### config.mk
export PLATFORM = sky130hd
export DESIGN_NAME = rs232_des_rx
export DESIGN_NICKNAME = d
export VERILOG_FILES = /design/src/rtl/rs232_des_rx.sv
export SDC_FILE = /design/constraint.sdc
export NUM_CORES = 1
export LEC_CHECK = 0
export CORE_MARGIN = 2
export CORE_UTILIZATION = 65
export CTS_BUF_LIST = sky130_fd_sc_hd__clkbuf_2 sky130_fd_sc_hd__clkbuf_4 sky130_fd_sc_hd__clkbuf_8
export DETAILED_ROUTE_END_ITERATION = 8
export PLACE_DENSITY = 0.93
export SLEW_MARGIN = 20
export SYNTH_ARGS = -nofsm -noshare
export SYNTH_HDL_FRONTEND = slang
export SYNTH_SLANG_ARGS = --single-unit
### constraint.sdc
create_clock -name clk -period 3.2 [get_ports clk]
set_input_delay 0.64 -clock clk [delete_from_list [all_inputs] [get_ports clk]]
set_output_delay 0.64 -clock clk [all_outputs]
set_load 0.02 [all_outputs]
### src/rtl/rs232_des_rx.sv
// 8N1 UART receiver: 2-flop synchronizer, mid-bit sampling FSM,
// level req/ack byte handoff (clk, rst_n, rx -> rx_data, rx_req; rx_ack).
module rs232_des_rx #(
  parameter int CLK_FREQ  = 100000000,
  parameter int BAUD_RATE = 9600
) (
  input  logic       clk,
  input  logic       rst_n,
  input  logic       rx,
  output logic [7:0] rx_data,
  output logic       rx_req,
  input  logic       rx_ack
);

  localparam int BIT_CNT  = CLK_FREQ / BAUD_RATE;
  localparam int HALF_CNT = BIT_CNT / 2;
  localparam int CW       = (BIT_CNT > 1) ? $clog2(BIT_CNT) : 1;

  localparam logic [CW-1:0] BIT_LAST  = CW'(BIT_CNT - 1);
  localparam logic [CW-1:0] HALF_LAST = CW'(HALF_CNT - 1);

  typedef enum logic [2:0] {
    IDLE,
    START,
    DATA,
    STOP,
    WAIT_IDLE
  } state_t;

  state_t        state;
  logic          rx_meta;
  logic          rx_s;
  logic [CW-1:0] cnt;
  logic [2:0]    idx;
  logic [7:0]    sr;
  logic          stop_ok;

  // Preset high so reset looks like an idle line.
  always_ff @(posedge clk or negedge rst_n) begin
    if (!rst_n) begin
      rx_meta <= 1'b1;
      rx_s    <= 1'b1;
    end else begin
      rx_meta <= rx;
      rx_s    <= rx_meta;
    end
  end

  always_ff @(posedge clk or negedge rst_n) begin
    if (!rst_n) begin
      state   <= IDLE;
      cnt     <= '0;
      idx     <= '0;
      sr      <= '0;
      stop_ok <= 1'b0;
      rx_data <= 8'h00;
      rx_req  <= 1'b0;
    end else begin
      stop_ok <= 1'b0;

      // A completed frame wins over ack; overrun drops the new byte.
      if (stop_ok && (!rx_req || rx_ack)) begin
        rx_data <= sr;
        rx_req  <= 1'b1;
      end else if (rx_req && rx_ack) begin
        rx_req  <= 1'b0;
      end

      unique case (state)
        IDLE: begin
          cnt <= '0;
          if (!rx_s) begin
            state <= START;
          end
        end
        START: begin
          if (cnt == HALF_LAST) begin
            cnt   <= '0;
            idx   <= '0;
            state <= rx_s ? IDLE : DATA;
          end else begin
            cnt <= cnt + 1'b1;
          end
        end
        DATA: begin
          if (cnt == BIT_LAST) begin
            cnt <= '0;
            sr  <= {rx_s, sr[7:1]};
            idx <= idx + 3'd1;
            if (idx == 3'd7) begin
              state <= STOP;
            end
          end else begin
            cnt <= cnt + 1'b1;
          end
        end
        STOP: begin
          if (cnt == BIT_LAST) begin
            cnt <= '0;
            if (rx_s) begin
              stop_ok <= 1'b1;
              state   <= IDLE;
            end else begin
              state   <= WAIT_IDLE;
            end
          end else begin
            cnt <= cnt + 1'b1;
          end
        end
        WAIT_IDLE: begin
          cnt <= '0;
          if (rx_s) begin
            state <= IDLE;
          end
        end
        default: begin
          state <= IDLE;
          cnt   <= '0;
        end
      endcase
    end
  end

endmodule

# == Word-level counts from Yosys, hierarchy flattened ==
# Index checks and enable logic that the tools add are counted.
# word_totals
ram_bits,0
elab_cells,55
input_bits,4
n_memories,0
mem_bits_ro,0
latchBits,0
ff_bits,40
output_inout_bits,9
# op_classes
magnitude_cmp,0
n_mux,20
bitwise,0
mul,0
reduce_logical,11
n_eq_ne,13
shifts,0
n_div,0
add_sub_neg,2
# ops
operator,n
two-way mux 14 bit,2
one-hot mux 14 bit (2 select lines),1
two-way mux 3 bit,9
one-hot mux 3 bit (5 select lines),1
"adder 14 x 1 -> 14 bit, second input constant",1
"== test 14 x 13 -> 1 bit, second input constant",1
"== test 14 bit, second input constant",1
"inequality test 2 bit, second input constant",6
"== test 3 x 2 -> 1 bit, second input constant",2
"== test 3 bit, second input constant",2
one-hot mux 3 bit (2 select lines),1
AND reduction 6 bit,1
two-way mux 1 bit,5
nonzero test 2 bit,2
"adder 3 x 1 -> 3 bit, second input constant",1
"== test 3 x 1 -> 1 bit, second input constant",1
logical NOT 3 bit,1
AND reduction 3 bit,1
logical AND 1 bit,2
two-way mux 2 bit,1
AND reduction 2 bit,1
OR reduction 2 bit,1
logical NOT 1 bit,1
logical OR 1 bit,1

# == Logic depth before layout (Yosys ltp) ==
# Gate-level depths: netlist (run 1).
# logic_depth
word_depth,4
depth_mapped,6
depth_no_buf,5

# == Worst setup path after synthesis (run 1) ==
# Ideal clock, no wire load.
# synth_path
kind,register to register
start,register cnt[0]
end,register sr[0]
synth_period_minus_slack_ns,1.678
n_path_buf,0
slack_ns,1.522
setup_time_ns,0.125
arrival_time_ns,1.553
stages_incl_launch_ff,6
t_required_ns,3.075
path_cell_list,dfrtp_1 ha_1 and4bb_2 nand4_4 nor2_4 mux2_2
# synth_between
elab_chain_cells,2
# synth_rtl
element,line,source
"start, declared",33,logic [CW-1:0] cnt;
"start signal, assigned",82,cnt <= cnt + 1'b1;
"start signal, assigned",94,cnt <= cnt + 1'b1;
"start signal, assigned",107,cnt <= cnt + 1'b1;
== test 14 bit,86,if (cnt == BIT_LAST) begin
AND reduction 2 bit (no source line),n/a,
"end signal, assigned",88,"sr <= {rx_s, sr[7:1]};"
"end, declared",35,logic [7:0] sr;
# No other way between the ends.
# A chain may end at the register's enable or synchronous reset.

# == Worst setup path in the final report (run 1) ==
# layout_path
start,register cnt[0]
end,register cnt[1]
# layout_between
elab_chain_cells,3
word_cells_on_any_way,6
cone_classes,add/sub: 1; eq/ne: 2; mux: 3
# layout_rtl
element,line,source
adder 14 x 1 -> 14 bit (tied with other cells),"82, 94, 107",
two-way mux 14 bit (on tied branches),"86, 98, 77",
one-hot mux 14 bit (2 select lines) (*),69,unique case (state)
# Every way passes the cells marked *; elsewhere a longest branch is shown, timed or not.

==> results of run 1 <==
-- report_power, final --
| group | total (mW) | switching (mW) | internal (mW) |
|---|---|---|---|
| Sequential | 0.509 | 0.00117 | 0.508 |
| Clock | 0.333 | 0.160 | 0.172 |
| Combinational | 0.0122 | 0.00932 | 0.00283 |
-- sequential cells by signal, summed over array words and instances (netlist names) --
name	count
rx_req	1
sr	8
idx	3
state	3
cnt	14
stop_ok	1
rx_meta	1
rx_data	8
rx_s	1
-- cells in the mapped netlist --
library cell and count:
xnor2_1 10, nor2_1 20, nand4_1 2, a2111o_1 1, inv_1 6, mux2_2 17, dfrtp_1 38, a31oi_1 1
nand4_4 1, nor4_1 5, a21oi_1 2, nand2_1 9, nand3_1 6, nor3_1 3, ha_1 4, and4bb_2 3
and3_1 2, nor3b_1 1, nor2b_1 3, mux2i_1 3, and4b_1 1, a32oi_2 1, nand2b_1 3, o21ai_0 2
buf_6 1, dfstp_2 2, nor2_4 1, or3_1 1, buf_2 1, xor2_1 2, o22ai_2 1
-- path summary, 6_finish.rpt --
kind / from / end / slack (ps) / cells after the start
max: cnt[0] / cnt[1] / 1190 / 5
min: rx_meta / rx_s / 370 / 0
max reg2reg: cnt[0] / cnt[1] / 1190 / 5
min reg2reg: rx_meta / rx_s / 370 / 0
max in group asynchronous: rst_n / cnt[3] / 2290 / 1
min in group asynchronous: rst_n / cnt[10] / 380 / 1
-- routing by layer --
layer,GRT usage,share of wire,vias to the layer above
met1,0.2716,0.41,585
met4,0.1462,0.037,0
met5,0,0,-
met2,0.3908,0.52,39
li1,-,-,569
met3,0.06122,0.040,14
-- kinds of logic after synthesis --
logic type / share of synthesized area
simple gates: 0.1870
flops: 0.5493
mux: 0.1212
xor+xnor: 0.05753
compound gates: 0.03630
buf+inv: 0.02123
fa+ha+maj: 0.02740
-- layout by cell type, fill, tap and decap left out, types with 2 or more instances in the layout --
| master | instances |
|---|---|
| dfrtp_1 | 38 |
| nor2_1 | 20 |
| mux2_2 | 17 |
| clkdlybuf4s50_1 | 11 |
| xnor2_1 | 10 |
| nand2_1 | 9 |
| nand3_1 | 6 |
| inv_1 | 6 |
| clkbuf_4 | 6 |
| nor4_1 | 5 |
| ha_1 | 4 |
| and4bb_2 | 3 |
| nor2b_1 | 3 |
| nor3_1 | 3 |
| nand2b_1 | 3 |
| mux2i_1 | 3 |
| nand4_1 | 2 |
| and3_1 | 2 |
| xor2_1 | 2 |
| o21ai_0 | 2 |
| a21oi_1 | 2 |
| dfstp_2 | 2 |
-- metrics by stage --
stage | cell area, um2 | std cells | power, mW | util
finish | 2044 | 202 | 0.8537 | 0.7544
floorplan | 1827 | 153 | 0.5186 | -
CTS | 2044 | 202 | 0.8570 | 0.7544
detailed placement | 1964 | 194 | 0.5314 | 0.7248
global placement | 1964 | 194 | 0.5307 | 0.7248
global route | 2044 | 202 | 0.8770 | 0.7544
-- cell type report --
| type | instances | area (um2) | area share |
|---|---|---|---|
| inverter | 6 | 22.52 | 0.01102 |
| tap | 31 | 38.79 | 0.01897 |
| timing repair buffer | 12 | 115.1 | 0.05630 |
| clock buffer | 6 | 45.04 | 0.02203 |
| clock inverter | 2 | 35.03 | 0.01714 |
| multi-input combinational | 105 | 784.5 | 0.3837 |
| sequential | 40 | 1003 | 0.4908 |
-- worst max-delay path: stages, from the launching register on --
cell and delay, ps:
dfrtp_1 420, ha_1 190, and4b_1 230, nand4_1 250, a32oi_2 660, nor2b_1 130
==> results.toml, run 1 <==
[cts]
clkTransAtPathRegs_ps = 110
clock_sinks = 40
ctsResizeCount = 0
cts_tree = "done"
cts_made_buffers = 5
cts_max_level = 2
cts_hold_buf = 0
clockBufferDepth = 2
clk_latency_ps = 340
cts_setup_buffers = 0
ctsRootBufferMaster = "clkbuf_4"

[synthesis]
ys_seq_area_frac = 0.5493
syn_inst = 153
synth.top_cells.by_area = "dfrtp_1, mux2_2, xnor2_1"
syn_area_per_cell_um2 = 11.94
yosys.area.top_type = "dfrtp_1"
synthDistinctLibCells = 31
syn-num-nets = 161
yosys_warnings = 0
synth-seq-cells = 40
syn_area_um2 = 1827
yosysTopAreaCellShare = 0.5205

[drt]
drt-initial-drc-count = 45
vias = 1207
drc_errors = 0
drt_first_pass_iters = 4
avgRoutedWirePerCell_um = 15.98
routed_wl_um = 3228
ant_nets = 0
viasPerCell = 5.975

[setup_path]
cp.required_ps = 3410
worstSetupEndpointType = "flop"
start_kind = "flop"
crit_arrival_ps = 2210
crit_type = "flop to flop"
critical_path.max_fanout = 14

[grt]
grt_pass1_wl_um = 5713
grt_antenna_before_repair = 0
globalRouteOverflowTotal = 0
grtUsageTotal = 0.2350
grt_pass1_vias = 1260
grt_max_degree = 41

[placed_design]
detailed_place_hpwl_um = 2349
gp_congestion = 0.8708
port_buffers = 12
pre_cts_ws_ps = 1234

[sta]
finalWorstSetupSlack_ps = 1192
slew_violations = 0
setup_viol_count_final = 0
period_share = 0.6275
hold_viol_final = 0
finalClockSkew_ps = 8.267
slew_headroom = 0.4437
grt_setup_unrepaired = "false"
tightest_slew_ps = 834.5
setup_tns_ps = 0
fin_crit_ps = 2008
fmax_mhz = 498.0
hold_slack_ps = 372.9

[die]
core_um2 = 2710
dieWidth_um = 57.02
ios = 13
initial_utilization = 0.6741
placementRows = 19
die_h_um = 57.02
die-area_um2 = 3251

[run_status]
status = "completed"

[finish]
fill_cells = 182
fin_nets = 178
drive_gt1_frac = 0.2047
syn_to_final_growth_pct = 11.92
n_antenna_cell = 0

[power_and_ir_drop]
p_leak_nw = 0.9357
peakVddDrop_uv = 363.1
powerDensity_nw_per_um2 = 417.6

[worst_hold_path]
min_path_type = "flop to flop"

[flow_run]
drv_cap = 0
Power figures use the tool's default switching activity.
==> inputs of run 2 (changes only) <==
Settings changed: CORE_UTILIZATION 65 to 60, PLACE_DENSITY 0.93 to 0.87.
Clock period 3.2 ns to 1.9 ns, I/O delays scaled along.
==> run 2 against run 1 <==
Against the previous run: via count is essentially flat; routed wire length down 8.5%; fmax rose by 12%; sequential share of layout area down 0.94 points; non-clock buffer count is 3 higher; cell count grew 2.5%; sequential power up 68%; critical path type unchanged; largest cell class unchanged.
==> results.toml, run 2 (synthesis results as in run 1) <==
[run_status]
status = "completed"

[die]
initial_utilization = 0.6134
ios = 13
die-area_um2 = 3502
core_um2 = 2978
placementRows = 20
die_h_um = 59.18
dieWidth_um = 59.18

[cts]
cts_made_buffers = 5
clk_latency_ps = 340
clockBufferDepth = 2
cts_max_level = 2
clock_sinks = 40
ctsRootBufferMaster = "clkbuf_4"
cts_hold_buf = 0
cts_tree = "done"
clkTransAtPathRegs_ps = 110

[drt]
vias = 1206
ant_nets = 0
drt-initial-drc-count = 31
routed_wl_um = 2953
drc_errors = 0
avgRoutedWirePerCell_um = 14.27
drt_first_pass_iters = 4
viasPerCell = 5.826

[grt]
grtUsageTotal = 0.1984
grt_max_degree = 41
grt_pass1_wl_um = 5188
grt_pass1_vias = 1199
globalRouteOverflowTotal = 0
grt_antenna_before_repair = 0

[placed_design]
gp_congestion = 0.8790
port_buffers = 12
post-place-cells = 199
detailed_place_hpwl_um = 2110

[setup_path]
slowest_stage = "dfrtp_1"
critical_path.max_fanout = 8
r2r_start = "cnt[0]"
cp.required_ps = 2130
crit_type = "flop to flop"
slowest_delay_ps = 420
crit_arrival_ps = 2020
worstSetupEndpointType = "flop"
start_kind = "flop"
crit_start = "cnt[0]"
crit_path_cell_trace = "ha_1 > and4bb_2 > nand4_4 > nor2_4 > mux2_2"

[power_and_ir_drop]
peakVddDrop_uv = 473.7
p_leak_nw = 0.9572
totalPowerFinal_mw = 1.486
powerDensity_nw_per_um2 = 712.7

[sta]
grt_setup_unrepaired = "false"
slew_headroom = 0.6769
fin_crit_ps = 1791
tightest_slew_ps = 484.7
finalClockSkew_ps = 6.681
fmax_mhz = 558.3
slew_violations = 0
setup_viol_count_final = 0
period_share = 0.9427
setup_tns_ps = 0
hold_viol_final = 0

[finish]
mostFrequentLayoutCell = "dfrtp_1"
fin_cells = 207
largest_reg_flops = 14
reg.largest.list = "cnt: 14 flops, rx_data: 8 flops, sr: 8 flops"
final_cell_mix = "dfrtp_1, nor2_1, mux2_2"
fill_cells = 215
fin_nets = 181
regMostFlops = "cnt"
n_antenna_cell = 0
drive_gt1_frac = 0.2184
syn_to_final_growth_pct = 14.11

[flow_run]
drv_cap = 0

[worst_hold_path]
min_path_type = "input port to async pin"
run 2: cell type report:
| type | instances | area, um2 | area share |
|---|---|---|---|
| flip-flops and latches | 40 | 1003 | 0.4814 |
| multi-input cells | 105 | 784.5 | 0.3764 |
| repair buffers | 15 | 137.6 | 0.06603 |
| clock buffers | 7 | 65.06 | 0.03121 |
| well taps | 33 | 41.29 | 0.01981 |
| clock inverters | 1 | 30.03 | 0.01441 |
| inverters | 6 | 22.52 | 0.01080 |
run 2: routing by layer:
metal | wire (um) | global-route usage | share of wire
met2 | 1527 | 0.3175 | 0.52
met5 | 0 | 0 | 0
met3 | 145 | 0.06332 | 0.049
met1 | 1228 | 0.2453 | 0.42
met4 | 53 | 0.09091 | 0.018
run 2: where the power goes:
part	switching (mW)	internal, mW	total, mW	leakage (nW)
Combinational	0.0162	0.00610	0.0223	0.369
Clock	0.257	0.349	0.606	0.0515
Sequential	0.00205	0.855	0.857	0.537
run 2: path summary, 6_finish.rpt:
path / to / slack (ps) / cells past startpoint
min in group clk: rx_s / 360 / 0
worst max-delay path: sr[1] / 110 / 5
worst min register to register: rx_s / 360 / 0
worst max register to register: sr[1] / 110 / 5
max in group asynchronous: rx_s / 1460 / 2
worst min-delay path: cnt[10] / 80 / 2
run 2: repair_timing:
item | in CTS | in global routing
endpoints found under the setup margin | 0 | 1
gates resized for setup | 0 | 0
setup buffers | 0 | 0
run 2: stage by stage:
stage          setup slack [ps]    util  hold WS (ps)  area [um2]
6_report                  109.0  0.7000         78.01        2085
5_1_grt                   13.19  0.7000         102.8        2085
4_1_cts                   71.06  0.7000         71.76        2085
3_5_place_dp              88.40  0.6681         347.2        1989
3_3_place_gp              158.5  0.6681         345.8        1989
2_1_floorplan             222.0       -         84.41        1827
run 2: worst max-delay path: cells and delay by family, from the launching register on:
kind / cells / cell delay [ps]
muxes: 1 / 370
adders and majority gates: 1 / 220
and+or+nand+nor: 3 / 680
DFF: 1 / 420
==> inputs of run 3 (changes only) <==
Settings changed: CORE_ASPECT_RATIO set to 1.4, RECOVER_POWER set to 50.
==> run 3 against run 2 <==
Against the previous run: clock power grew 13%; critical path type unchanged; core utilization grew 4.2 points; flip-flop and latch count is the same; cell area grew 2.4%; fmax shrank 1.3%; worst setup slack lost 23 ps; register-to-register slack lost 20 ps; critical path depth is the same; clock-buffer cell count shrank 2; non-clock buffer count grew 4; combinational power grew 6%; sequential power is essentially flat.
==> results.toml, run 3 (synthesis results as in run 1) <==
[setup_path]
worstSetupEndpointType = "flop"
start_kind = "flop"
critPathTopFamily = "simple AND/OR/NAND/NOR gates"
slowest_delay_ps = 410
crit_arrival_ps = 2000
r2r_setup_slack_ps = 90
crit_type = "flop to flop"
slowest_stage = "dfrtp_1"
worst-path-buf-inv = 0
critical_path.max_fanout = 8
r2r_end = "sr[1]"
rr_worst_depth = 5
r2r_start = "cnt[0]"
cp.required_ps = 2080
crit_path_cell_trace = "ha_2 > and4bb_2 > nand4_4 > nor2_4 > mux2_2"

[finish]
stdcell_area_um2 = 2135
seq_area_um2 = 1003
syn_to_final_growth_pct = 16.85
fin_nets = 185
fin_cells = 215
multi_input_area_um2 = 787.0
reg.largest.list = "cnt: 14 flops, rx_data: 8 flops, sr: 8 flops"
n_antenna_cell = 0
largest_reg_flops = 14
drive_gt1_frac = 0.2303
final_cell_mix = "dfrtp_1, nor2_1, mux2_2"
regMostFlops = "cnt"
mostFrequentLayoutCell = "dfrtp_1"
fill_cells = 183

[placed_design]
port_buffers = 12
gp_congestion = 0.8456
placed_area_um2 = 2002
post-place-cells = 204
detailed_place_hpwl_um = 2337

[cts]
cts_tree = "done"
clk_latency_ps = 290
cts_made_buffers = 5
clkTransAtPathRegs_ps = 80
clock_sinks = 40
ctsRootBufferMaster = "clkbuf_8"
clockBufferDepth = 2
cts_max_level = 2

[grt]
grt_pass1_vias = 1323
grt_max_degree = 16
grtUsageTotal = 0.2213
globalRouteOverflowTotal = 0
grt_pass1_wl_um = 5789
grt_antenna_before_repair = 0

[sta]
slew_headroom = 0.5251
hold_viol_final = 0
fmax_mhz = 551.1
grt_setup_unrepaired = "true"
finalClockSkew_ps = 4.136
fin_crit_ps = 1814
setup_viol_count_final = 0
slew_violations = 0
period_share = 0.9550
tightest_slew_ps = 712.4

[drt]
drc_errors = 0
vias = 1217
drt_first_pass_iters = 4
avgRoutedWirePerCell_um = 15.05
ant_nets = 0
routed_wl_um = 3235
drt-initial-drc-count = 43
viasPerCell = 5.660

[worst_hold_path]
worstHoldStart = "rx_meta"
min_to = "rx_s"
holdPathStages = 0
min_path_type = "flop to flop"

[power_and_ir_drop]
seqPwrFrac = 0.548
switchingPower_mw = 0.3135
p_leak_nw = 0.9731
switching_share = 0.2006
powerDensity_nw_per_um2 = 732.1
peakVddDrop_uv = 794.4
clkPwrFrac = 0.437
p_int_mw = 1.249
p_comb_frac = 0.015

[die]
initial_utilization = 0.6348
die-area_um2 = 3508
die_h_um = 69.29
ios = 13
core_um2 = 2878
dieWidth_um = 50.64
placementRows = 23

[run_status]
status = "completed"

[flow_run]
drv_cap = 0
[run 3: worst max path at each step]
stage | startpoint | depth (start not counted) | slack, ps | end
floorplan | cnt[0] | 5 | 220 | sr[0]
global placement | cnt[0] | 5 | 160 | sr[0]
detailed placement | cnt[0] | 5 | 60 | sr[2]
CTS | cnt[0] | 5 | 30 | sr[1]
global route | cnt[0] | 5 | -3 | sr[2]
finish | cnt[0] | 5 | 90 | sr[1]
[run 3: cell type report]
type	instances	area share
flip-flops and latches	40	0.4701
repair buffers	19	0.07679
multi-input cells	105	0.3687
clock buffers	5	0.03224
inverters	6	0.01055
well taps	37	0.02169
clock inverters	3	0.01993
[run 3: repair_timing]
item                                    CTS  global route
resized for setup                         0             1
endpoints found under the hold margin    11             0
endpoints found under the setup margin    0             8
hold buffers                              1             0
buffers inserted                          0             2
[run 3: stage by stage]
stage               setup TNS [ps]  worst slack [ps]    util  hold WS (ps)  power, mW
floorplan                        0             222.0       -         84.41     0.8734
global placement                 0             155.3  0.6957         266.4     0.8975
detailed placement               0             57.57  0.6957         281.5     0.8988
CTS                              0             29.88  0.7378         365.9      1.584
global route                -3.060            -3.060  0.7417         368.8      1.620
finish                           0             85.58  0.7417         366.4      1.563
[run 3: metal layers]
| metal | GRT usage | share of wire | wire [um] |
|---|---|---|---|
| met1 | 0.2375 | 0.39 | 1258 |
| met2 | 0.3962 | 0.57 | 1829 |
| met3 | 0.06681 | 0.032 | 104 |
| met4 | 0.08408 | 0.013 | 42 |
| met5 | 0 | 0 | 0 |
[run 3: power groups by stage]
stage | Sequential [mW] | Combinational, mW | Clock [mW]
floorplan | 0.873 | 0.000725 | 0
global placement | 0.873 | 0.0246 | 0
detailed placement | 0.873 | 0.0257 | 0
CTS | 0.856 | 0.0276 | 0.700
global route | 0.857 | 0.0288 | 0.735
finish | 0.857 | 0.0236 | 0.683
==> RTL edit 1 (flow settings as in run 3) <==
Encoding of `state_t`: now one-hot (5 bits for 5 states).
--- a/src/rtl/rs232_des_rx.sv
+++ b/src/rtl/rs232_des_rx.sv
@@ -21,8 +21,8 @@
 
-  typedef enum logic [2:0] {
-    IDLE,
-    START,
-    DATA,
-    STOP,
-    WAIT_IDLE
+  typedef enum logic [4:0] {
+    IDLE      = 5'b00001,
+    START     = 5'b00010,
+    DATA      = 5'b00100,
+    STOP      = 5'b01000,
+    WAIT_IDLE = 5'b10000
   } state_t;
Behaviour: no difference found for any inputs over 10 cycles, from zero or initial values and one cycle with rst_n low; not proved beyond that.
==> RTL edit 1 against run 3 <==
Utilization increased by 2.0 points. Synthesized area increased by 9.3%. Cell area increased by 13%. Synthesized cell count increased by 9.8%. Non-clock buffer count increased by 8. Setup slack got worse by 0.052 ns. Sequential cell count increased by 2. Critical path depth decreased by 1. Routed wire length increased by 28%. Critical path type unchanged.
Power is not compared: it rests on default switching activity, and its combinational part moved more than twofold at a synthesized area within 25%.
==> RTL edit 1: results (changes against run 3) <==
set qor(register_area_share_after_synthesis_pct) 52.8 ;# was 54.9%
set qor(yosys.cell_types.count) 47 ;# was 31
set qor(synth_compound_area_share_pct) 5.08 ;# was 3.63%
set qor(synth_commonest_cells) {dfrtp_1, mux2_2, nor2_1} ;# was dfrtp_1, nor2_1, mux2_2
set qor(wirelength_met1_um) 1520 ;# was 1260 um
set qor(wl_met3_um) 175 ;# was 104 um
set qor(grt_max_degree) 43 ;# was 16
set qor(met2WireLength_um) 2280 ;# was 1830 um
set qor(clock_latency_late_sink_ns) 0.30
set qor(status) {complete, no violations} ;# unchanged
set qor(largest_register_ff_count) 14 ;# unchanged
set qor(vdd_drop_max_mv) 0.561
set qor(synth_xor_area_share_pct) 5.26 ;# was 5.75%
set qor(synthAdderAreaFrac_pct) 1.88 ;# was 2.74%
set qor(tightestPinTransition_ns) 1.01 ;# was 0.712 ns
set qor(drc_marker_count_from_the_first_detailed_route_iteration) 39 ;# was 43
set qor(grt_use_met2_pct) 41.7 ;# was 39.6%
set qor(first_global_vias) 1474 ;# was 1323
set qor(netlist_top_cells_area) {dfrtp_1, mux2_2, dfstp_2} ;# was dfrtp_1, mux2_2, xnor2_1
set qor(top_layer_used) {met4} ;# unchanged
set qor(cts_repair_resize_count) 6 ;# was 0
set qor(synth_async_sr_flop_share_pct) 100 ;# unchanged
set qor(numPortBuffers) 12 ;# unchanged
set qor(hpwl_dp_um) 2780 ;# was 2340 um
set qor(cell_leakage_power_nw) 1.08
set qor(gr_met1_demand_resource_pct) 26.5 ;# was 23.7%
set qor(routedWlPerCell_um) 17.4 ;# was 15.0 um
set qor(synth_warnings) 0 ;# unchanged
set qor(grt_use_total_pct) 24.7 ;# was 22.1%
set qor(worst-path-max-fanout) 5 ;# was 8
set qor(met3_usage_pct) 7.00 ;# was 6.68%
set qor(power_density_nw_per_um2) 782
set qor(mappedNetlistNets) 175 ;# was 161
set qor(antenna_found_initial) 0 ;# unchanged
set qor(critPathLaunch) {state[1]$_DFFE_PN0P_} ;# was cnt[0]$_DFF_PN0_
set qor(grt_first_pass_wirelength_um) 6800 ;# was 5790 um
set qor(worst_ep_arrival_time_ns) 2.05 ;# was 2.00 ns
set qor(timing.hold.worst.class) {in2async} ;# was reg2reg
set qor(routabilityCongestion) 0.878 ;# was 0.846
set qor(clock-skew-final_ns) 0.00517 ;# was 0.00414 ns
set qor(numCtsBuffers) 5 ;# unchanged
set qor(final_net_count) 204 ;# was 185
set qor(ff2ff_path_depth) 4 ;# was 5
set qor(dpl_worst_slack_ns) -0.0619 ;# was 0.0576 ns
set qor(placed_cell_area_sq_um) 2240 ;# was 2000 sq um
set qor(final_layout_size_suffix_gt1_share_pct) 33.3 ;# was 23.0%
set qor(fin_cells) 237 ;# was 215
set qor(filler_cell_count) 203 ;# was 183
set qor(post_synth.cell_area_avg_sq_um) 11.9 ;# about the same
set qor(yosys-mux-area-fraction_pct) 10.6 ;# was 12.1%
set qor(overall_via_count_from_detail_route) 1443 ;# was 1217
set qor(dp.cells) 228 ;# was 204
==> RTL edit 1: area by class of cell <==
cell class / instances / area share [%]
inverter: 6 / 0.938
clock buffer: 7 / 3.75
sequential: 42 / 43.9
multi-input combinational: 115 / 39.8
tap: 39 / 2.03
timing repair buffer: 27 / 9.38
clock inverter: 1 / 0.208
==> RTL edit 1: critical path: stages, from the launching register on <==
cell and delay [ns]:
dfrtp_1 0.39, or4b_4 0.54, or2_4 0.31, nor2_8 0.17, mux2_2 0.35
==> RTL edit 1: power by group <==
group	total, mW	switching [mW]	internal (mW)
clock	0.597	0.289	0.307
sequential	0.975	0.0370	0.938
combinational	0.307	0.164	0.143
==> RTL edit 1: final timing paths <==
path,endpoint,slack (ns)
max,sr[6]$_DFFE_PN0P_,0.03
min,state[4]$_DFFE_PN0P_,0.33
max reg2reg,sr[6]$_DFFE_PN0P_,0.03
min reg2reg,rx_s$_DFF_PN1_,0.36
max in group asynchronous,cnt[11]$_DFF_PN0_,0.96
min in group clk,rx_s$_DFF_PN1_,0.36
==> RTL edit 2 (config.mk and constraints of run 3) <==
Made on the original files. Set the parameter `BAUD_RATE` to 2400 (it was 9600).
--- a/src/rtl/rs232_des_rx.sv
+++ b/src/rtl/rs232_des_rx.sv
@@ -4,3 +4,3 @@
   parameter int CLK_FREQ  = 100000000,
-  parameter int BAUD_RATE = 9600
+  parameter int BAUD_RATE = 2400
 ) (
Function: same outputs for any inputs over 10 cycles, from zero or initial values and one cycle with rst_n low; that may be too few to reach the edited logic, so the function may still have changed.
==> RTL edit 2 against run 3 <==
Routed wire length is 22% higher. Synthesized area is 8.0% higher. Setup slack worse by 0.0046 ns. Sequential cell count is 2 higher. Total power is 3.0% higher. Cell area is 11% higher. Sequential share of layout area is 2.6 points lower. Utilization is 1.8 points higher. Hold slack worse by 0.049 ns. First-iteration DRC count is 60% lower. Largest cell class unchanged.
==> RTL edit 2: results (changes against run 3) <==
set qor(status) {complete, no violations} ;# unchanged
set qor(worstSetupEndpoint) {sr[0]$_DFFE_PN0P_} ;# was sr[1]$_DFFE_PN0P_
set qor(cell_leakage_power_nw) 1.12 ;# was 0.973 nW
set qor(cp_slowest_cell) {dfrtp_1} ;# unchanged
set qor(vdd_drop_max_mv) 0.556 ;# was 0.794 mV
set qor(detail_route.wirelength_um) 3940 ;# was 3240 um
set qor(drc_marker_count_from_the_first_detailed_route_iteration) 17 ;# was 43
set qor(yosys.cell_types.count) 35 ;# was 31
set qor(cts_root_buf) {clkbuf_8} ;# unchanged
set qor(register_area_share_after_synthesis_pct) 53.4 ;# was 54.9%
set qor(overall_via_count_from_detail_route) 1326 ;# was 1217
set qor(hpwl_dp_um) 2850 ;# was 2340 um
set qor(grt_first_pass_wirelength_um) 6770 ;# was 5790 um
set qor(clock-skew-final_ns) 0.00435 ;# was 0.00414 ns
set qor(grt_max_degree) 43 ;# was 16
set qor(dp.cells) 225 ;# was 204
set qor(numPortBuffers) 12 ;# unchanged
set qor(path_delay_family) {simple AND/OR/NAND/NOR gates} ;# unchanged
set qor(grt_use_total_pct) 24.7 ;# was 22.1%
set qor(largest_registers) {cnt (16), rx_data (8), sr (8)} ;# was cnt (14), rx_data (8), sr (8)
set qor(synth_commonest_cells) {dfrtp_1, nor2_1, mux2_2} ;# unchanged
set qor(routabilityCongestion) 0.796 ;# was 0.846
set qor(final_net_count) 204 ;# was 185
set qor(r2r-end) {sr[0]$_DFFE_PN0P_} ;# was sr[1]$_DFFE_PN0P_
set qor(slowest_delay_ns) 0.48 ;# was 0.41 ns
set qor(clock_tree.htree_level_count) 2 ;# unchanged
set qor(timing.hold.worst.class) {in2async} ;# was reg2reg
set qor(netlist_instances) 165 ;# was 153
set qor(sw_frac_of_total_pct) 20.0 ;# was 20.1%
set qor(ff2ff_path_depth) 4 ;# was 5
set qor(worst_setup_hold_path_clk_slew_ns) 0.08 ;# about the same
set qor(routedWlPerCell_um) 16.7 ;# was 15.0 um
set qor(netlist_top_cells_area) {dfrtp_1, mux2_2, xnor2_1} ;# unchanged
set qor(regToRegSetupSlack_ns) 0.08
set qor(worst_r2r_startpoint) {cnt[10]$_DFF_PN0_} ;# was cnt[0]$_DFF_PN0_
set qor(final_layout_size_suffix_gt1_share_pct) 28.6 ;# was 23.0%
set qor(max_slew_margin_pct) 33.9 ;# was 52.5%
set qor(first_global_vias) 1506 ;# was 1323
RTL edit 2: repair_timing:
item | CTS | global route
pin swaps | 1 | 3
buffers inserted | 0 | 2
endpoints found under the setup margin | 8 | 25
endpoints found under the hold margin | 0 | 0
resized for setup | 3 | 5
RTL edit 2: power groups by stage:
stage	clock network (mW)	registers, mW	logic, mW
after floorplan	0	0.916	0.000386
after global placement	0	0.916	0.0230
after detailed placement	0	0.916	0.0240
after CTS	0.696	0.899	0.0242
after global routing	0.722	0.899	0.0262
final	0.690	0.899	0.0215
RTL edit 2: metrics by stage:
stage	instance area, sq um	setup WS (ns)	TNS (ns)	hold WS (ns)	power (mW)
4_1_cts	2340	0.0573	0	0.152	1.62
2_1_floorplan	1970	0.0594	0	0.0844	0.916
3_3_place_gp	2210	0.0702	0	0.346	0.939
3_5_place_dp	2210	0.00983	0	0.347	0.940
5_1_grt	2370	-0.0305	-0.302	0.371	1.65
6_report	2370	0.0810	0	0.317	1.61
RTL edit 2: cells by family after synthesis:
family	share of synthesized area [%]
adders and majority gates	3.17
DFF	53.4
muxes	11.5
and+or+nand+nor	19.7
xor gates and xnor gates	6.21
AOI/OAI and AO/OA	2.98
buffers and inverters	2.98
RTL edit 2: cell type report:
class / count / area (sq um)
Sequential cell: 42 / 1050
Inverter: 7 / 26.3
Clock inverter: 3 / 40.0
Timing Repair Buffer: 27 / 238
Multi-Input combinational cell: 112 / 898
Fill cell: 194 / 749
Clock buffer: 5 / 68.8
Tap cell: 39 / 48.8
RTL edit 2: worst register-to-register path: cells and delay by family (launching register included):
family,cells,cell delay (ns)
DFF,1,0.48
muxes,1,0.34
and+or+nand+nor,3,0.90
RTL edit 2: worst min path at each step:
| stage | endpoint | slack (ns) | start | depth (start not counted) |
|---|---|---|---|---|
| 2_1_floorplan | cnt[0]$_DFF_PN0_ | 0.08 | rst_n | 0 |
| 3_3_place_gp | rx_s$_DFF_PN1_ | 0.35 | rx_meta$_DFF_PN1_ | 0 |
| 3_5_place_dp | rx_s$_DFF_PN1_ | 0.35 | rx_meta$_DFF_PN1_ | 0 |
| 4_1_cts | rx_data[3]$_DFFE_PN0P_ | 0.15 | rst_n | 2 |
| 5_1_grt | rx_s$_DFF_PN1_ | 0.37 | rx_meta$_DFF_PN1_ | 0 |
| 6_report | rx_data[6]$_DFFE_PN0P_ | 0.32 | rst_n | 2 |
RTL edit 2: metal layers:
layer	part of all wire, %	vias to the layer above	global-route usage [%]	routed length (um)
met3	2.9	15	5.83	114
met1	37	651	25.8	1460
li1	-	633	-	-
met4	3.1	0	11.1	122
met2	57	27	45.1	2240
met5	0	-	0	0
